[src/rtl/xc_sha3_pkg.sv]
// Shared Keccak lane-sweep definitions: function encodings, lane count, FSM states.
// Used by the lane sequencer and by the execute-stage sha3 unit.
package xc_sha3_pkg;

    localparam int unsigned LANES     = 25;
    localparam logic [2:0]  COORD_MAX = 3'd4;

    typedef enum logic [2:0] {
        FUNC_XY = 3'd0,
        FUNC_X1 = 3'd1,
        FUNC_X2 = 3'd2,
        FUNC_X4 = 3'd3,
        FUNC_YX = 3'd4
    } sha3_func_e;

    typedef enum logic {
        ST_IDLE = 1'b0,
        ST_EMIT = 1'b1
    } lane_state_e;

    // Operands never exceed 20, so a compare ladder replaces a real divider.
    function automatic logic [4:0] mod5(input logic [4:0] v);
        if (v >= 5'd20) return v - 5'd20;
        if (v >= 5'd15) return v - 5'd15;
        if (v >= 5'd10) return v - 5'd10;
        if (v >= 5'd5)  return v - 5'd5;
        return v;
    endfunction

endpackage

[src/rtl/xc_sha3_lane_seq_if.sv]
// Command and lane-beat handshake bundle of the lane sequencer.
// master = command issuer / beat consumer, slave = the sequencer itself.
interface xc_sha3_lane_seq_if;

    logic        cmd_valid;
    logic        cmd_ready;
    logic [2:0]  cmd_func;
    logic [1:0]  cmd_shamt;
    logic [31:0] cmd_base;
    logic        abort;
    logic        out_valid;
    logic        out_ready;
    logic [31:0] out_addr;
    logic [2:0]  out_x;
    logic [2:0]  out_y;
    logic        out_last;
    logic        busy;

    modport master (
        output cmd_valid, cmd_func, cmd_shamt, cmd_base, abort, out_ready,
        input  cmd_ready, out_valid, out_addr, out_x, out_y, out_last, busy
    );

    modport slave (
        input  cmd_valid, cmd_func, cmd_shamt, cmd_base, abort, out_ready,
        output cmd_ready, out_valid, out_addr, out_x, out_y, out_last, busy
    );

endinterface

[src/rtl/xc_sha3_lane_idx.sv]
// Keccak lane index for (x,y) under the selected permutation, shifted by shamt.
// Purely combinational, no handshake; illegal functions map to offset 0.
module xc_sha3_lane_idx
    import xc_sha3_pkg::*;
(
    input  logic [2:0]  i_x,
    input  logic [2:0]  i_y,
    input  logic [2:0]  i_func,
    input  logic [1:0]  i_shamt,
    output logic [31:0] o_offset
);

    logic [4:0] w_x;
    logic [4:0] w_y;
    logic [4:0] w_row;
    logic [4:0] w_idx;

    assign w_x   = {2'b00, i_x};
    assign w_y   = {2'b00, i_y};
    assign w_row = w_y * 5'd5;

    always_comb begin
        w_idx = '0;
        case (i_func)
            FUNC_XY: w_idx = w_x + w_row;
            FUNC_X1: w_idx = mod5(w_x + 5'd1) + w_row;
            FUNC_X2: w_idx = mod5(w_x + 5'd2) + w_row;
            FUNC_X4: w_idx = mod5(w_x + 5'd4) + w_row;
            // Rho-pi destination: new x = y, new y = (2x + 3y) mod 5.
            FUNC_YX: w_idx = w_y + mod5(w_x + w_x + w_y + w_y + w_y) * 5'd5;
            default: w_idx = '0;
        endcase
    end

    assign o_offset = {27'd0, w_idx} << i_shamt;

endmodule

[src/rtl/xc_sha3_lane_seq.sv]
// Sweeps all 25 Keccak lanes, one address beat per out handshake; first beat 1 cycle after accept.
// Beats hold while out_ready is low; abort drops the sweep and blocks command accept that cycle.
module xc_sha3_lane_seq
    import xc_sha3_pkg::*;
#(
    parameter bit RESP_LAST = 1'b1
) (
    input  logic                 g_clk,
    input  logic                 g_resetn,
    xc_sha3_lane_seq_if.slave    bus
);

    lane_state_e r_state;
    lane_state_e w_state_nxt;
    logic [2:0]  r_x;
    logic [2:0]  r_y;
    logic [2:0]  w_x_nxt;
    logic [2:0]  w_y_nxt;
    logic [2:0]  r_func;
    logic [2:0]  w_func_nxt;
    logic [1:0]  r_shamt;
    logic [1:0]  w_shamt_nxt;
    logic [31:0] r_base;
    logic [31:0] w_base_nxt;

    logic        w_cmd_rdy;
    logic        w_emit;
    logic        w_beat_hs;
    logic        w_at_last;
    logic [31:0] w_offset;

    assign w_emit    = (r_state == ST_EMIT);
    assign w_cmd_rdy = (r_state == ST_IDLE) && !bus.abort;
    assign w_beat_hs = w_emit && bus.out_ready;
    assign w_at_last = (r_x == COORD_MAX) && (r_y == COORD_MAX);

    xc_sha3_lane_idx u_idx (
        .i_x      (r_x),
        .i_y      (r_y),
        .i_func   (r_func),
        .i_shamt  (r_shamt),
        .o_offset (w_offset)
    );

    always_comb begin
        w_state_nxt = r_state;
        w_x_nxt     = r_x;
        w_y_nxt     = r_y;
        w_func_nxt  = r_func;
        w_shamt_nxt = r_shamt;
        w_base_nxt  = r_base;

        case (r_state)
            ST_IDLE: begin
                if (bus.cmd_valid && w_cmd_rdy) begin
                    w_state_nxt = ST_EMIT;
                    w_x_nxt     = '0;
                    w_y_nxt     = '0;
                    w_func_nxt  = bus.cmd_func;
                    w_shamt_nxt = bus.cmd_shamt;
                    w_base_nxt  = bus.cmd_base;
                end
            end
            ST_EMIT: begin
                if (w_beat_hs) begin
                    if (w_at_last) begin
                        w_state_nxt = ST_IDLE;
                        w_x_nxt     = '0;
                        w_y_nxt     = '0;
                    end else if (r_x == COORD_MAX) begin
                        w_x_nxt = '0;
                        w_y_nxt = r_y + 3'd1;
                    end else begin
                        w_x_nxt = r_x + 3'd1;
                    end
                end
            end
            default: w_state_nxt = ST_IDLE;
        endcase

        // Abort wins over both the beat handshake and the command accept.
        if (bus.abort) begin
            w_state_nxt = ST_IDLE;
            w_x_nxt     = '0;
            w_y_nxt     = '0;
        end
    end

    always_ff @(posedge g_clk) begin
        if (!g_resetn) begin
            r_state <= ST_IDLE;
            r_x     <= '0;
            r_y     <= '0;
            r_func  <= '0;
            r_shamt <= '0;
            r_base  <= '0;
        end else begin
            r_state <= w_state_nxt;
            r_x     <= w_x_nxt;
            r_y     <= w_y_nxt;
            r_func  <= w_func_nxt;
            r_shamt <= w_shamt_nxt;
            r_base  <= w_base_nxt;
        end
    end

    assign bus.cmd_ready = w_cmd_rdy;
    assign bus.out_valid = w_emit;
    assign bus.out_addr  = r_base + w_offset;
    assign bus.out_x     = r_x;
    assign bus.out_y     = r_y;
    assign bus.out_last  = RESP_LAST && w_emit && w_at_last;
    assign bus.busy      = w_emit;

endmodule

[src/flat_wrapper.sv]
// flat-port wrapper written by rule: the top's interface ports become plain ports
module xc_sha3_lane_seq_flat import xc_sha3_pkg::*;
#(
    parameter bit RESP_LAST = 1'b1
)
  (g_clk, g_resetn, bus_cmd_valid, bus_cmd_func, bus_cmd_shamt, bus_cmd_base, bus_abort, bus_out_ready, bus_cmd_ready, bus_out_valid, bus_out_addr, bus_out_x, bus_out_y, bus_out_last, bus_busy);
  xc_sha3_lane_seq_if bus_i ();
  input  logic g_clk;
  input  logic g_resetn;
  input wire logic [$bits(bus_i.cmd_valid)-1:0] bus_cmd_valid;
  input wire logic [$bits(bus_i.cmd_func)-1:0] bus_cmd_func;
  input wire logic [$bits(bus_i.cmd_shamt)-1:0] bus_cmd_shamt;
  input wire logic [$bits(bus_i.cmd_base)-1:0] bus_cmd_base;
  input wire logic [$bits(bus_i.abort)-1:0] bus_abort;
  input wire logic [$bits(bus_i.out_ready)-1:0] bus_out_ready;
  output wire logic [$bits(bus_i.cmd_ready)-1:0] bus_cmd_ready;
  output wire logic [$bits(bus_i.out_valid)-1:0] bus_out_valid;
  output wire logic [$bits(bus_i.out_addr)-1:0] bus_out_addr;
  output wire logic [$bits(bus_i.out_x)-1:0] bus_out_x;
  output wire logic [$bits(bus_i.out_y)-1:0] bus_out_y;
  output wire logic [$bits(bus_i.out_last)-1:0] bus_out_last;
  output wire logic [$bits(bus_i.busy)-1:0] bus_busy;
  assign bus_i.cmd_valid = bus_cmd_valid;
  assign bus_i.cmd_func = bus_cmd_func;
  assign bus_i.cmd_shamt = bus_cmd_shamt;
  assign bus_i.cmd_base = bus_cmd_base;
  assign bus_i.abort = bus_abort;
  assign bus_i.out_ready = bus_out_ready;
  assign bus_cmd_ready = bus_i.cmd_ready;
  assign bus_out_valid = bus_i.out_valid;
  assign bus_out_addr = bus_i.out_addr;
  assign bus_out_x = bus_i.out_x;
  assign bus_out_y = bus_i.out_y;
  assign bus_out_last = bus_i.out_last;
  assign bus_busy = bus_i.busy;
  xc_sha3_lane_seq #(.RESP_LAST(RESP_LAST)) u_core (.g_clk(g_clk), .g_resetn(g_resetn), .bus(bus_i));
endmodule
[config.mk]
export PLATFORM = sky130hd
export DESIGN_NAME = xc_sha3_lane_seq_flat
export DESIGN_NICKNAME = d
export VERILOG_FILES = /design/src/rtl/xc_sha3_pkg.sv /design/src/rtl/xc_sha3_lane_seq_if.sv /design/src/rtl/xc_sha3_lane_idx.sv /design/src/rtl/xc_sha3_lane_seq.sv /design/src/flat_wrapper.sv
export SDC_FILE = /design/constraint.sdc
export NUM_CORES = 1
export LEC_CHECK = 0
export CAP_MARGIN = 20
export CORE_MARGIN = 1.5
export CORE_UTILIZATION = 45
export CTS_CLUSTER_DIAMETER = 30
export DETAILED_ROUTE_END_ITERATION = 10
export HOLD_SLACK_MARGIN = 0.05
export PLACE_DENSITY = 0.68
export SYNTH_ARGS = -nofsm -noshare
export SYNTH_HDL_FRONTEND = slang
export SYNTH_HIERARCHICAL = 1
export SYNTH_SLANG_ARGS = --single-unit
[constraint.sdc]
create_clock -name g_clk -period 11.49 [get_ports g_clk]
set_input_delay 3.447 -clock g_clk [delete_from_list [all_inputs] [get_ports g_clk]]
set_output_delay 3.447 -clock g_clk [all_outputs]
set_load 0.01 [all_outputs]
==> results of run 1 <==
[cell usage after synthesis, drive strengths merged, types with 5 or more instances]
cell type | count | area share, %
a221oi | 10 | 1.7
nand2b | 6 | 0.63
nor3 | 15 | 1.4
nand3 | 20 | 1.9
o32ai | 5 | 0.73
and3 | 11 | 1.2
a21oi | 62 | 5.4
nand2 | 126 | 7.9
or2 | 5 | 0.52
nor3b | 6 | 0.84
a31oi | 8 | 0.84
ha | 81 | 17
inv | 31 | 2.0
a21o | 21 | 2.7
xnor2 | 31 | 4.9
dfxtp | 44 | 15
nor4 | 5 | 0.52
a21boi | 41 | 5.2
fa | 7 | 2.4
clkbuf | 27 | 1.7
a211oi | 10 | 1.5
xor2 | 14 | 2.2
nor2b | 5 | 0.52
nor2 | 49 | 3.1
nand4 | 10 | 1.0
o21ai | 38 | 3.3
buf | 36 | 4.3
[metrics by stage]
stage               area [um2]  power [mW]  utilization, %  setup TNS (ns)
floorplan                 6048      0.2716               -               0
CTS                       6993      0.4733           54.75               0
global route              7186      0.5012           56.25         -0.2894
finish                    7186      0.4726           56.25               0
detailed placement        6830      0.3318           53.47               0
global placement          6830      0.3297           53.47               0
[flip-flops by register name, indices dropped and copies added (netlist names)]
register,cells
u_core/r_base,32
u_core/bus.out_x,3
u_core/bus.out_y,3
u_core/r_func,3
u_core/r_shamt,2
u_core/bus.busy,1
[cells by family after synthesis]
group           Yosys count
xor+xnor                 45
other cells               1
buf+inv                  95
simple gates            269
flops                    44
fa+ha+maj                88
compound gates          247
mux                       3
[path summary, 6_finish.rpt]
kind	startpoint	end	slack (ns)	depth (start not counted)
setup reg to reg	u_core/bus.out_x[0]	u_core/bus.out_y[0]	9.59	8
hold / removal	u_core/r_base[15]	u_core/r_base[15]	0.47	2
setup / recovery	u_core/bus.out_x[1]	bus_out_addr[29]	0.34	30
hold reg to reg	u_core/r_base[15]	u_core/r_base[15]	0.47	2
[critical path, delay by kind of cell, from the launching register on]
kind                     cells  cell delay (ns)
adder cells (fa/ha/maj)      9             3.00
AND/OR/NAND/NOR              3             0.82
flip-flops                   1             0.33
XOR/XNOR                     4             0.53
AO/OA/AOI/OAI               10             1.92
buffers and inverters        4             0.82
[cell type report]
| class | instances | area, um2 | share of cell area [%] |
|---|---|---|---|
| Clock buffer | 5 | 125.1 | 1.741 |
| Clock inverter | 2 | 12.51 | 0.1741 |
| Inverter | 32 | 133.9 | 1.863 |
| Multi-Input combinational cell | 676 | 4790 | 66.66 |
| Sequential cell | 44 | 880.8 | 12.26 |
| Tap cell | 172 | 215.2 | 2.995 |
| Timing Repair Buffer | 102 | 1028 | 14.31 |
[layer usage]
| metal | share of wire (%) | wire length (um) | GRT usage (%) | vias to the layer above |
|---|---|---|---|---|
| met5 | 0 | 0 | 0 | - |
| met4 | 1.5 | 227 | 4.954 | 0 |
| met3 | 3.6 | 570 | 3.052 | 17 |
| met2 | 46 | 7250 | 35.97 | 143 |
| met1 | 49 | 7590 | 31.76 | 2726 |
| li1 | - | - | - | 2944 |
[repair_timing]
item	in CTS	in global routing
setup buffers	2	4
resized for setup	2	29
setup endpoints to repair	11	20
pin swaps	0	12
[power by group]
part | total (mW) | switching [mW] | internal (mW)
Clock | 0.139 | 0.0597 | 0.0789
Combinational | 0.169 | 0.0864 | 0.0826
Sequential | 0.165 | 0.00604 | 0.159
==> metrics.md, run 1 <==
| Metric | Value |
|---|---|
| Largest family of logic cells by synthesized area | `compound AO/OA/AOI/OAI gates` |
| Clock transition at the registers of the reported paths | `0.06 ns` |
| Final Hold Viols | `0` |
| Hold WS | `0.4693 ns` |
| Critical path arrival | `7.70 ns` |
| Post-synth EDFFs | `0` |
| Avg Cell Area, Syn | `7.528 um2` |
| Ant diodes | `0` |
| Synth Cell Area | `0.005962 mm2` |
| Warnings from Yosys | `6` |
| Status | `completed` |
| Final antenna-violating net count | `0` |
| Clock sinks | `44` |
| Max-Cap Viols | `0` |
| Initial Util | `46.67%` |
| Area growth, synth to finish | `20.52%` |
| Final wirelength | `15,640 um` |
| Dpl cells | `1,019` |
| I/O Buffers | `83` |
| Worst-margin pin slew | `0.5885 ns` |
| Post-synthesis adder-cell area fraction | `19.35%` |
| Clk root buf | `clkbuf_16` |
| Period utilization | `97.03%` |
| XOR/XNOR Fraction of Synth Area | `7.051%` |
| Commonest non-fill, non-tap cell in the layout | `nand2_1` |
| DRT iter0 DRCs | `468` |
| Place WS | `0.07754 ns` |
| Synth Area in Simple Gates | `21.03%` |
| FF+latch count, synth | `44` |
| Final setup fails | `0` |
| Max_slew headroom | `59.75%` |
| Largest net degree at the start of global routing | `39` |
| Critical Path Fanout Max | `8` |
| FMAX | `89.70 MHz` |
| Dpl hpwl | `12,190 um` |
| Via density | `5.644` |
| Core area | `0.01277 mm2` |
| Die Width | `118.1 um` |
| I/O Pins | `84` |
| Area fraction in compound gates after synthesis | `28.94%` |
| Sequential share of the synthesized area | `14.77%` |
| P_leak | `3.119 nW` |
| Worst Skew | `0.002117 ns` |
| WS Path Type | `register to primary output` |
| Vias | `5,830` |
| Cell mode on critical path | `ha_1` |
| First-pass iteration count of the detailed router | `5` |
| Setup WS post-layout | `0.3416 ns` |
| Total CTS buffers | `5` |
| Max Buffers Root-to-Sink | `2` |
| Die area | `0.01395 mm2` |
| Layout cells sized above 1 | `8.595%` |
| RSZ-0062 raised after global routing | `true` |
| Worst Hold Class | `register to register` |
| First-pass GRT wire length | `26,340 um` |
| Routed length per instance | `15.14 um` |
| Commonest non-fill, non-tap cells in the layout | `125 x nand2_1, 80 x ha_1, 74 x clkdlybuf4s50_1` |
| CP Launch Type | `register` |
| VDD IR max | `56.62 uV` |
| Initial antenna violation count | `0` |
| Distinct cells, synth | `84` |
| Layout Nets | `991` |
| Clk_lat worst skew | `0.28 ns` |
| Post-synthesis async set-or-reset flop share | `0%` |
| Global route total overflow | `0` |
| Critical path's slowest cell | `clkdlybuf4s50_1` |
| Slowest stage delay, CP | `0.55 ns` |
| Crit path time final | `11.15 ns` |
| Fin. max-slew vios | `0` |
| Synth Flop Type | `dfxtp_1` |
| DRC | `0` |
| Die Y | `118.1 um` |
| Hold buffer count at CTS | `0` |
| CTS tree | `yes` |
| Pwr Density | `65.77 mW/mm2` |
| Std cell rows | `41` |
| Filler cells | `1,206` |
| Worst Setup End Kind | `primary output` |
| Routability cong. | `0.9141` |
| Post-route insts no fill | `1,033` |
| Mux cell area share after synthesis | `0.5247%` |
| Cell count after synthesis | `792` |
| Number of H-tree levels | `2` |
| Critical path required time | `8.04 ns` |
| All-layer global routing usage | `22.40%` |
| Vias in the first global route | `5,398` |
No activity file was read; power rests on OpenSTA's default activity.
==> run 2, diff against run 1 <==
CTS_CLUSTER_SIZE = 16   (was not set)
==> results of run 2 <==
The final DEF is identical to that of run 1; final timing and power are the same.
